`src/rtl/freq_mon_ctrl_pkg.sv`:
```
// Shared types and defaults for the 5 MHz frequency-monitor sequencer.
// Nominal: 1000 counts of the 5 MHz test clock over a 10001-cycle 50 MHz gate.
package freq_mon_ctrl_pkg;

    localparam int CNT_W     = 16;
    localparam int NOM_COUNT = 1000;
    localparam int GATE_CYC  = 10001;

    localparam int DEF_TRIG_LEN   = 2;
    localparam int DEF_SETTLE_CYC = 8;
    localparam int DEF_GAP_CYC    = 1000;
    localparam int DEF_TIMEOUT    = GATE_CYC + 1999;
    localparam int DEF_WIN_LO     = NOM_COUNT - 10;
    localparam int DEF_WIN_HI     = NOM_COUNT + 10;
    localparam int DEF_FAULT_N    = 3;

    // Retry index at which a further CHECK mismatch is treated as instability.
    localparam int RETRY_W   = 2;
    localparam int RETRY_MAX = 3;

    typedef enum logic [2:0] {
        ST_IDLE     = 3'd0,
        ST_TRIG     = 3'd1,
        ST_WAIT_RDY = 3'd2,
        ST_SETTLE   = 3'd3,
        ST_SAMPLE   = 3'd4,
        ST_CHECK    = 3'd5,
        ST_EVAL     = 3'd6,
        ST_GAP      = 3'd7
    } state_t;

    function automatic int max_int(input int a, input int b);
        return (a > b) ? a : b;
    endfunction

endpackage

```
`src/rtl/freq_mon_ctrl_avg4.sv`:
```
// Four-deep history of accepted counts with a running 18-bit sum.
// An empty history is filled entirely by the first sample it receives.
module freq_avg4
    import freq_mon_ctrl_pkg::*;
(
    input  logic             clk,
    input  logic             rst,
    input  logic             i_load,
    input  logic             i_clr,
    input  logic [CNT_W-1:0] i_sample,
    output logic [CNT_W-1:0] o_avg
);

    logic [CNT_W-1:0] r_hist [4];
    logic [CNT_W+1:0] r_sum;
    logic             r_empty;

    // A clear coinciding with a load empties first, so the sample refills all entries.
    always_ff @(posedge clk) begin
        if (rst || (i_clr && !i_load)) begin
            for (int i = 0; i < 4; i++) r_hist[i] <= '0;
            r_sum   <= '0;
            r_empty <= 1'b1;
        end else if (i_load) begin
            if (r_empty || i_clr) begin
                for (int i = 0; i < 4; i++) r_hist[i] <= i_sample;
                r_sum   <= {i_sample, 2'b00};
                r_empty <= 1'b0;
            end else begin
                r_hist[0] <= i_sample;
                for (int i = 1; i < 4; i++) r_hist[i] <= r_hist[i-1];
                r_sum <= r_sum - {2'b00, r_hist[3]} + {2'b00, i_sample};
            end
        end
    end

    assign o_avg = r_sum[CNT_W+1:2];

endmodule

```
`src/rtl/freq_mon_ctrl.sv`:
```
// Measurement sequencer for the 5 MHz frequency counter: trigger, wait for
// ready, double-sample the count, window-check it, average it, track faults.
module freq_mon_ctrl
    import freq_mon_ctrl_pkg::*;
#(
    parameter int TRIG_LEN   = DEF_TRIG_LEN,
    parameter int SETTLE_CYC = DEF_SETTLE_CYC,
    parameter int GAP_CYC    = DEF_GAP_CYC,
    parameter int TIMEOUT    = DEF_TIMEOUT,
    parameter int WIN_LO     = DEF_WIN_LO,
    parameter int WIN_HI     = DEF_WIN_HI,
    parameter int FAULT_N    = DEF_FAULT_N
) (
    input  logic             s_clk,
    input  logic             arst,
    input  logic             enable,
    input  logic             fault_clr,
    output logic             meas_trig,
    input  logic             cnt_ready,
    input  logic [CNT_W-1:0] cnt_in,
    output logic             meas_valid,
    output logic [CNT_W-1:0] meas_value,
    output logic [CNT_W-1:0] meas_avg,
    output logic             in_window,
    output logic             freq_fault,
    output logic             timeout_err,
    output logic [2:0]       dbg_state
);

    localparam int TMR_MAX = max_int(max_int(TRIG_LEN, SETTLE_CYC), max_int(GAP_CYC, TIMEOUT));
    localparam int TMR_W   = $clog2(TMR_MAX + 1);
    localparam int FC_W    = $clog2(FAULT_N + 1);

    state_t             r_state, w_state_nxt;
    logic [TMR_W-1:0]   r_tmr, w_tmr_nxt;
    logic [RETRY_W-1:0] r_retry, w_retry_nxt;
    logic [CNT_W-1:0]   r_s0;
    logic               w_s0_load, w_accept, w_tmo, w_in_win, w_bad;
    logic [FC_W-1:0]    r_consec, w_consec_nxt;
    logic               r_fault, r_tmo_err, r_in_win;
    logic [CNT_W-1:0]   r_value, w_avg;

    always_ff @(posedge s_clk) begin
        if (arst) begin
            r_state <= ST_IDLE;
            r_tmr   <= '0;
            r_retry <= '0;
            r_s0    <= '0;
        end else begin
            r_state <= w_state_nxt;
            r_tmr   <= w_tmr_nxt;
            r_retry <= w_retry_nxt;
            if (w_s0_load) r_s0 <= cnt_in;
        end
    end

    always_comb begin
        w_state_nxt = r_state;
        w_tmr_nxt   = r_tmr + TMR_W'(1);
        w_retry_nxt = r_retry;
        w_s0_load   = 1'b0;
        w_accept    = 1'b0;
        w_tmo       = 1'b0;
        case (r_state)
            ST_IDLE: begin
                w_tmr_nxt   = '0;
                w_retry_nxt = '0;
                if (enable) w_state_nxt = ST_TRIG;
            end
            ST_TRIG: begin
                w_retry_nxt = '0;
                if (r_tmr == TMR_W'(TRIG_LEN - 1)) begin
                    w_state_nxt = ST_WAIT_RDY;
                    w_tmr_nxt   = '0;
                end
            end
            ST_WAIT_RDY: begin
                if (cnt_ready) begin
                    w_state_nxt = ST_SETTLE;
                    w_tmr_nxt   = '0;
                end else if (r_tmr == TMR_W'(TIMEOUT - 1)) begin
                    w_state_nxt = ST_GAP;
                    w_tmr_nxt   = '0;
                    w_tmo       = 1'b1;
                end
            end
            ST_SETTLE: begin
                if (r_tmr == TMR_W'(SETTLE_CYC - 1)) begin
                    w_state_nxt = ST_SAMPLE;
                    w_tmr_nxt   = '0;
                end
            end
            ST_SAMPLE: begin
                w_s0_load   = 1'b1;
                w_state_nxt = ST_CHECK;
                w_tmr_nxt   = '0;
            end
            // cnt_in crosses from the test-clock domain; two equal looks a settle apart accept it.
            ST_CHECK: begin
                w_tmr_nxt = '0;
                if (cnt_in == r_s0) begin
                    w_state_nxt = ST_EVAL;
                    w_accept    = 1'b1;
                end else if (r_retry == RETRY_W'(RETRY_MAX)) begin
                    w_state_nxt = ST_GAP;
                    w_tmo       = 1'b1;
                end else begin
                    w_state_nxt = ST_SETTLE;
                    w_retry_nxt = r_retry + RETRY_W'(1);
                end
            end
            ST_EVAL: begin
                w_state_nxt = ST_GAP;
                w_tmr_nxt   = '0;
            end
            ST_GAP: begin
                if (r_tmr == TMR_W'(GAP_CYC - 1)) begin
                    w_state_nxt = enable ? ST_TRIG : ST_IDLE;
                    w_tmr_nxt   = '0;
                end
            end
            default: begin
                w_state_nxt = ST_IDLE;
                w_tmr_nxt   = '0;
            end
        endcase
    end

    assign w_in_win = (r_s0 >= CNT_W'(WIN_LO)) && (r_s0 <= CNT_W'(WIN_HI));
    assign w_bad    = w_tmo || (w_accept && !w_in_win);

    always_comb begin
        w_consec_nxt = '0;
        if (w_bad) begin
            w_consec_nxt = r_consec;
            if (r_consec != FC_W'(FAULT_N)) w_consec_nxt = r_consec + FC_W'(1);
        end
    end

    // Results load on the CHECK->EVAL edge so they are already valid during EVAL.
    always_ff @(posedge s_clk) begin
        if (arst) begin
            r_value   <= '0;
            r_in_win  <= 1'b0;
            r_consec  <= '0;
            r_fault   <= 1'b0;
            r_tmo_err <= 1'b0;
        end else begin
            if (w_accept) begin
                r_value  <= r_s0;
                r_in_win <= w_in_win;
            end
            if (fault_clr) begin
                r_consec  <= '0;
                r_fault   <= 1'b0;
                r_tmo_err <= 1'b0;
            end else begin
                if (w_tmo) r_tmo_err <= 1'b1;
                if (w_accept || w_tmo) begin
                    r_consec <= w_consec_nxt;
                    if (w_consec_nxt == FC_W'(FAULT_N)) r_fault <= 1'b1;
                end
            end
        end
    end

    freq_avg4 u_avg (
        .clk      (s_clk),
        .rst      (arst),
        .i_load   (w_accept),
        .i_clr    (fault_clr),
        .i_sample (r_s0),
        .o_avg    (w_avg)
    );

    // meas_valid is a one-cycle strobe with no back-pressure; cnt_ready is a level
    // that the counter holds until the next meas_trig.
    assign meas_trig   = (r_state == ST_TRIG);
    assign meas_valid  = (r_state == ST_EVAL);
    assign meas_value  = r_value;
    assign meas_avg    = w_avg;
    assign in_window   = r_in_win;
    assign freq_fault  = r_fault;
    assign timeout_err = r_tmo_err;
    assign dbg_state   = r_state;

endmodule

```
`config.mk`:
```
export PLATFORM = sky130hd
export DESIGN_NAME = freq_mon_ctrl
export DESIGN_NICKNAME = d
export VERILOG_FILES = /design/src/rtl/freq_mon_ctrl_pkg.sv /design/src/rtl/freq_mon_ctrl_avg4.sv /design/src/rtl/freq_mon_ctrl.sv
export SDC_FILE = /design/constraint.sdc
export NUM_CORES = 1
export LEC_CHECK = 0
export ABC_CLOCK_PERIOD_IN_PS = 9800
export CAP_MARGIN = 30
export CORE_ASPECT_RATIO = 0.5
export CORE_MARGIN = 2
export CORE_UTILIZATION = 40
export DETAILED_ROUTE_END_ITERATION = 8
export GPL_ROUTABILITY_DRIVEN = 0
export PLACE_DENSITY = 0.69
export SKIP_LAST_GASP = 1
export SLEW_MARGIN = 20
export SYNTH_ARGS = -nofsm -noshare
export SYNTH_HDL_FRONTEND = slang
export SYNTH_SLANG_ARGS = --single-unit
export TNS_END_PERCENT = 1
```
`constraint.sdc`:
```
create_clock -name s_clk -period 9.8 [get_ports s_clk]
set_clock_uncertainty 0.2 [all_clocks]
set_input_delay 0.98 -clock s_clk [delete_from_list [all_inputs] [get_ports s_clk]]
set_output_delay 0.98 -clock s_clk [all_outputs]
set_load 0.02 [all_outputs]
```
==> reports/summary.txt, run 1 <==
Outcome - complete, no violations
Filler cell count - 1730
First-pass GRT wire length - 29.6 mm
Share of cells above drive strength 1 - 11.1%
P per Cell Area - 157 nW/um2
Detailed router's first-iteration violation count - 372
R2r startpoint - r_s0[1]
GRT Resource Usage Total - 19.1%
Antenna violations before repair - 0
Overflow after GRT - 0
Drt pass-1 iters - 5
DP Wirelength - 12.8 mm
Async SR Flop Fraction - 0%
Ant diodes - 0
VDD IR-drop max - 0.0771 mV
Cell Area, Synth - 7600 um2
Reg-to-Reg End - u_avg.r_sum[16]
Clk slew on worst S/H paths - 0.06 ns
Drt via density - 5.21
Post-DP Area - 8210 um2
Critical Path RT - 9.91 ns
Die X - 199 um
DR vias - 5851
Area Growth Syn to Fin - 15.9%
Hold_sp - u_avg.r_sum[0]
CTS root buf - clkbuf_16
Final Cell Area - 8810 um2
Unrepaired setup endpoints after global routing - no
Static Leak - 0.00301 uW
Post-Synthesis Cells - 827
Core Region - 18500 um2
Max-slew headroom - 39.6%
Setup Total Neg Slack - 0 ns
Resized cells post-CTS - 0
Largest net degree at the start of global routing - 66
Net Count, Synth - 885
Worst Tran Pin Value - 0.907 ns
Hold-fix buffers at CTS - 0
Post-DRT Antenna Nets - 0
Vias in the first global route - 5697
CTS Sinks - 139
Maximum clock path buffer count - 2
Syn avg cell area - 9.19 um2
Worst reg2reg path depth - 11
Hold Crit Class - reg -> reg
Wl on met1 - 8.60 mm
Max layer used - met4
I/O pin count - 61
Nets - 908
Initial Utilization - 41.0%
EDFF count, synth - 64
Fin crit share - 39.4%
# Post-CTS Setup Buffers - 0
Final Hold Fails - 0
Worst-path maximum fanout - 7
DR WL met3 - 1.15 mm
DR WL met2 - 8.57 mm
Seq cells post-synth - 139
Critical path class - reg -> reg
Worst R2R Setup Slack - 5.93 ns
Sequential-to-total area share from yosys stat - 45.0%
Startpoint Class - flip-flop
Max-slew violations - 0
Cells on Worst Hold Path - 2
Row cnt - 35
Post-synth top flop - dfxtp_1
Final min period - 3.87 ns
Number of max-cap violations - 0
Worst Path Arrival - 3.98 ns
DIE AREA - 20200 um2
CTS tree - done
Post-DR wirelength/cell - 16.5 um
Yosys warns - 0
Number of buffers created by CTS - 17
Crit path capture type - flip-flop
Post-synth cell types - 54
Clk_lat worst skew - 0.42 ns
Worst min-delay path endpoint - u_avg.r_sum[0]
Die Y - 101 um
H-tree depth - 4
Residual DRC count - 0
Routed wire length - 18.6 mm
# port buffers - 60
Final setup fails - 0
Max Fclk - 0.259 GHz
cells in the final DEF, fill, tap and decap left out, types with 3 or more instances in the layout:
| master | Yosys | final |
|---|---|---|
| a211oi_1 | 10 | 10 |
| a21o_1 | 8 | 8 |
| a21oi_1 | 80 | 80 |
| a21oi_2 | 42 | 42 |
| a221oi_2 | 3 | 3 |
| a311oi_1 | 4 | 4 |
| a311oi_2 | 3 | 3 |
| a31oi_1 | 4 | 4 |
| and2_1 | 4 | 4 |
| and3_1 | 7 | 7 |
| buf_4 | 17 | 5 |
| clkbuf_16 | 0 | 20 |
| clkdlybuf4s50_1 | 0 | 60 |
| dfxtp_1 | 75 | 75 |
| edfxtp_1 | 64 | 64 |
| fa_1 | 16 | 16 |
| ha_1 | 21 | 21 |
| inv_1 | 68 | 68 |
| inv_6 | 0 | 3 |
| nand2_1 | 160 | 159 |
| nand2b_1 | 5 | 4 |
| nand3_1 | 13 | 13 |
| nand4_1 | 12 | 12 |
| nor2_1 | 59 | 58 |
| nor3_1 | 5 | 5 |
| nor4_1 | 4 | 4 |
| o211ai_1 | 3 | 3 |
| o21a_1 | 3 | 3 |
| o21ai_0 | 15 | 15 |
| o21bai_1 | 3 | 3 |
| or2_2 | 4 | 4 |
| xnor2_1 | 33 | 33 |
| xor2_1 | 9 | 9 |
critical path: stages, from the launching register on:
cell and delay, ns:
dfxtp_1 0.62, inv_1 0.16, fa_1 0.55, inv_1 0.07, fa_1 0.48, a211oi_1 0.25
o21ai_0 0.20, a31oi_1 0.51, o21bai_1 0.19, xnor2_1 0.19, o21ai_0 0.11, a32o_1 0.22
flip-flops by register name, summed over array words and instances (netlist names):
signal / cells
in_window: 1
r_retry: 2
timeout_err: 1
u_avg.r_empty: 1
freq_fault: 1
r_tmr: 14
dbg_state: 3
meas_value: 16
r_s0: 16
u_avg.r_sum: 18
r_consec: 2
u_avg.r_hist: 64
worst max-delay path by stage:
stage          startpoint                  to  depth (start not counted)
3_3_place_gp   cnt_in[10]  u_avg.r_hist[2][6]                          6
2_1_floorplan   cnt_in[6]  u_avg.r_hist[0][0]                          7
3_5_place_dp   cnt_in[10]  u_avg.r_hist[2][8]                          6
4_1_cts        cnt_in[10]  u_avg.r_hist[2][0]                          6
6_report          r_s0[1]     u_avg.r_sum[16]                         11
5_1_grt           r_s0[1]     u_avg.r_sum[16]                         11
per-stage QoR:
step	worst slack, ns	utilization [%]	hold slack, ns	instances	power, uW
after floorplan	6.47	-	0.232	827	729
after global placement	5.41	44.3	0.238	1089	765
after detailed placement	5.34	44.3	0.244	1089	768
after CTS	5.72	47.5	0.252	1121	1390
after global routing	5.70	47.6	0.281	1122	1430
final	5.93	47.6	0.253	1122	1380
Yosys cell counts (5+ instances only):
cell      number  area, um2
dfxtp_1       75       1500
xnor2_1       33        289
buf_6          7       78.8
nand4_1       12       75.1
a21oi_2       42        368
edfxtp_1      64       1920
nor2_1        59        221
inv_1         68        255
and3_1         7       43.8
a211oi_1      10       75.1
nand2_1      160        601
nand2b_1       5       31.3
buf_2         16       80.1
fa_1          16        320
a21o_1         8       60.1
a21oi_1       80        400
nor3_1         5       25.0
clkbuf_1      22       82.6
nand3_1       13       65.1
buf_4         17        128
ha_1          21        263
xor2_1         9       78.8
o21ai_0       15       75.1
cells by family (layout without fill, tap and decap cells):
kind of cell | count (synthesis) | count (layout) | synth area share [%]
AND/OR/NAND/NOR | 283 | 283 | 16.2
AO/OA/AOI/OAI | 194 | 194 | 17.7
flip-flops | 139 | 139 | 45.0
buffers and inverters | 130 | 166 | 8.21
XOR/XNOR | 43 | 43 | 5.05
adder cells (fa/ha/maj) | 37 | 37 | 7.67
multiplexers | 1 | 1 | 0.132
layout make-up:
| type | instances | area (um2) | share of cell area (%) |
|---|---|---|---|
| clock buffers | 22 | 509 | 5.78 |
| clock inverters | 10 | 73.8 | 0.838 |
| inverters | 68 | 255 | 2.90 |
| multi-input cells | 558 | 3570 | 40.5 |
| flip-flops and latches | 139 | 3420 | 38.9 |
| well taps | 259 | 324 | 3.68 |
| repair buffers | 66 | 658 | 7.47 |
routing by layer:
metal | up-vias | global-route usage, %
li1 | 2842 | -
met1 | 2826 | 25.9
met2 | 160 | 31.1
met3 | 23 | 4.00
met4 | 0 | 5.74
met5 | - | 0
power by group:
part	switching, uW	internal, uW
clock network	255	373
registers	13.9	621
logic	72.7	49.5
(Power assumes the default switching activity.)
==> inputs of run 2 (changes only) <==
--- a/config.mk
+++ b/config.mk
@@ -5,14 +5,14 @@
 export SDC_FILE = /design/constraint.sdc
 export NUM_CORES = 1
 export LEC_CHECK = 0
-export ABC_CLOCK_PERIOD_IN_PS = 9800
+export ABC_CLOCK_PERIOD_IN_PS = 3300
 export CAP_MARGIN = 30
 export CORE_ASPECT_RATIO = 0.5
 export CORE_MARGIN = 2
 export CORE_UTILIZATION = 40
 export DETAILED_ROUTE_END_ITERATION = 8
 export GPL_ROUTABILITY_DRIVEN = 0
-export PLACE_DENSITY = 0.69
+export PLACE_DENSITY = 0.72
 export SKIP_LAST_GASP = 1
 export SLEW_MARGIN = 20
 export SYNTH_ARGS = -nofsm -noshare
==> constraint.sdc (replaced) <==
create_clock -name s_clk -period 3.3 [get_ports s_clk]
set_clock_uncertainty 0.2 [all_clocks]
set_input_delay 0.33 -clock s_clk [delete_from_list [all_inputs] [get_ports s_clk]]
set_output_delay 0.33 -clock s_clk [all_outputs]
set_load 0.02 [all_outputs]
==> run 2 against run 1 <==
Effect of this change: total power rose to 3.1 times the previous value; maximum frequency rose by 22%; die area did not move; wire length rose by 3.5%; combinational power rose to 3.2 times the previous value; global-route usage rose by 0.93 points; register-to-register slack got worse by 5.8 ns; core utilization rose by 1.3 points; cell area rose by 2.7%; non-clock buffer count rose by 27; flip-flop and latch count did not move; critical path depth did not move.
==> reports/summary.txt, run 2 (synthesis results as in run 1) <==
Final Hold Fails - 0 (unchanged)
I/O pin count - 61 (unchanged)
Top reg by flops - u_avg.r_hist
DR vias - 6069 (+3.7%)
Final min period - 3.18 ns (-0.689 ns)
Die X - 199 um (unchanged)
# Post-CTS Setup Buffers - 0 (unchanged)
Critical path class - reg -> reg
Final Cell Area - 9050 um2 (+2.7%)
Biggest regs - u_avg.r_hist x64, u_avg.r_sum x18
Clk_lat worst skew - 0.43 ns (about the same)
Overflow after GRT - 0 (unchanged)
Fin crit share - 96.3% (+57 points)
Vias in the first global route - 5959 (+4.6%)
Worst-path maximum fanout - 3 (-4)
Crit path capture type - flip-flop
Filler cell count - 1660 (-4.0%)
Worst path max stage delay - 0.54 ns (-0.08 ns)
VDD IR-drop max - 0.344 mV (+350%)
Sequential Power Share - 44.0% (-1.8 points)
Ant diodes - 0 (unchanged)
Antenna violations before repair - 2 (+2)
Row cnt - 35 (unchanged)
Seq. cell area - 3420 um2 (unchanged)
Max reg flops - 64 (unchanged)
Most frequent cells in the layout - nand2_1, a21oi_1, dfxtp_1
Cells along the critical path - inv_1, fa_1, inv_1, fa_1, a211oi_1, o21ai_1, a221o_1, a21oi_1, xnor2_1, nand2_1, a311oi_2
CTS tree - done
Design Power - 4260 uW (+210%)
Largest net degree at the start of global routing - 64 (-3.0%)
Placed instance count - 1117 (+2.6%)
Detailed router's first-iteration violation count - 504 (+35%)
Post-DP Area - 8430 um2 (+2.7%)
Unrepaired setup endpoints after global routing - yes
Hold Crit Class - reg -> reg
Crit-path slowest cell - fa_1
Residual DRC count - 0 (unchanged)
Maximum clock path buffer count - 2 (unchanged)
Static Leak - 0.00315 uW (+4.9%)
Worst Tran Pin Value - 0.759 ns (-0.147 ns)
Critical Path RT - 3.43 ns (-6.48 ns)
Final non-filler cell total - 1149 (+2.4%)
Max-slew headroom - 49.4% (+9.8 points)
Die Y - 101 um (unchanged)
First-pass GRT wire length - 30.9 mm (+4.2%)
Clk slew on worst S/H paths - 0.06 ns (about the same)
Nets - 935 (+3.0%)
Net Sw Frac - 24.8% (+0.11 points)
Final core utilization - 48.8% (+1.3 points)
Number of max-cap violations - 0 (unchanged)
Max Fclk - 0.315 GHz (+22%)
Core Region - 18500 um2 (unchanged)
Number of buffers created by CTS - 17 (unchanged)
P per Cell Area - 471 nW/um2 (+200%)
Routed wire length - 19.2 mm (+3.5%)
Final setup fails - 0 (unchanged)
# port buffers - 60 (unchanged)
GRT Resource Usage Total - 20.1% (+0.93 points)
Internal power - 3200 uW (+210%)
Post-Place Worst Slack - 0.0594 ns (-5.28 ns)
Max-slew violations - 0 (unchanged)
Area Growth Syn to Fin - 19.0%
Post-DRT Antenna Nets - 0 (unchanged)
Worst Path Arrival - 3.31 ns (-0.67 ns)
Drt pass-1 iters - 5 (unchanged)
Combinational share of power - 9.2% (+0.4 points)
Share of cells above drive strength 1 - 14.0% (+2.9 points)
Outcome - complete, no violations
Crit-path leading delay family - compound AO/OA/AOI/OAI gates
Most common cell after layout, fill and taps aside - nand2_1
CTS root buf - clkbuf_16
PnR worst setup slack - 0.124 ns (-5.81 ns)
Psw - 1060 uW (+210%)
Startpoint Class - flip-flop
Clock network power share - 46.8% (+1.5 points)
DIE AREA - 20200 um2 (unchanged)
Drt via density - 5.28 (+1.3%)
CTS Sinks - 139 (unchanged)
Worst path bufs/invs - 2 (unchanged)
Post-DR wirelength/cell - 16.7 um (+1.0%)
H-tree depth - 4 (unchanged)
DP Wirelength - 13.7 mm (+7.0%)
Initial Utilization - 41.0% (unchanged)
Area occupied by multi-input gates - 3570 um2 (+0.14%)
run 2: final cells by class:
| class | count | share of cell area (%) |
|---|---|---|
| tap | 259 | 3.58 |
| clock buffer | 17 | 4.70 |
| sequential | 139 | 37.8 |
| multi-input combinational | 558 | 39.5 |
| inverter | 68 | 2.82 |
| timing repair buffer | 93 | 9.51 |
| clock inverter | 15 | 2.07 |
run 2: stage by stage:
| step | hold WS [ns] | TNS, ns |
|---|---|---|
| global route | 0.275 | -0.419 |
| global placement | 0.240 | 0 |
| floorplan | 0.232 | 0 |
| detailed placement | 0.250 | 0 |
| finish | 0.257 | 0 |
| CTS | 0.257 | 0 |
run 2: timing repair:
item,4_1_cts,5_1_grt
resized for setup,0,2
hold buffers,0,0
endpoints found under the setup margin,0,7
run 2: worst min-delay path, cell delays in order (launching register included):
cell     delay [ns]
dfxtp_1        0.31
nand2_1        0.05
a21oi_1        0.05
run 2: power by group through the flow:
stage / logic (uW) / clock network [uW] / registers, uW
final: 390 / 1990 / 1870
after floorplan: 261 / 0 / 1900
after global routing: 430 / 2090 / 1880
after detailed placement: 382 / 0 / 1910
after global placement: 374 / 0 / 1910
after CTS: 387 / 2010 / 1870
run 2: path summary, 6_finish.rpt:
check            startpoint               to  slack, ns  cells after the start
max                 r_s0[1]  u_avg.r_sum[10]       0.12                     11
min          u_avg.r_sum[0]   u_avg.r_sum[0]       0.26                      2
max reg2reg         r_s0[1]  u_avg.r_sum[10]       0.12                     11
min reg2reg  u_avg.r_sum[0]   u_avg.r_sum[0]       0.26                      2
run 2: layer usage:
layer	up-vias	GRT usage (%)	part of all wire [%]
li1	2894	-	-
met1	2929	26.8	46
met2	204	31.8	45
met3	40	5.23	7.5
met4	2	7.12	2.0
met5	-	0	0.068
==> inputs of run 3 (changes only) <==
--- a/config.mk
+++ b/config.mk
@@ -6,7 +6,6 @@
 export NUM_CORES = 1
 export LEC_CHECK = 0
 export ABC_CLOCK_PERIOD_IN_PS = 3300
-export CAP_MARGIN = 30
 export CORE_ASPECT_RATIO = 0.5
 export CORE_MARGIN = 2
 export CORE_UTILIZATION = 40
==> results of run 3 <==
No change in the layout: final DEF, timing and power equal those of run 2.
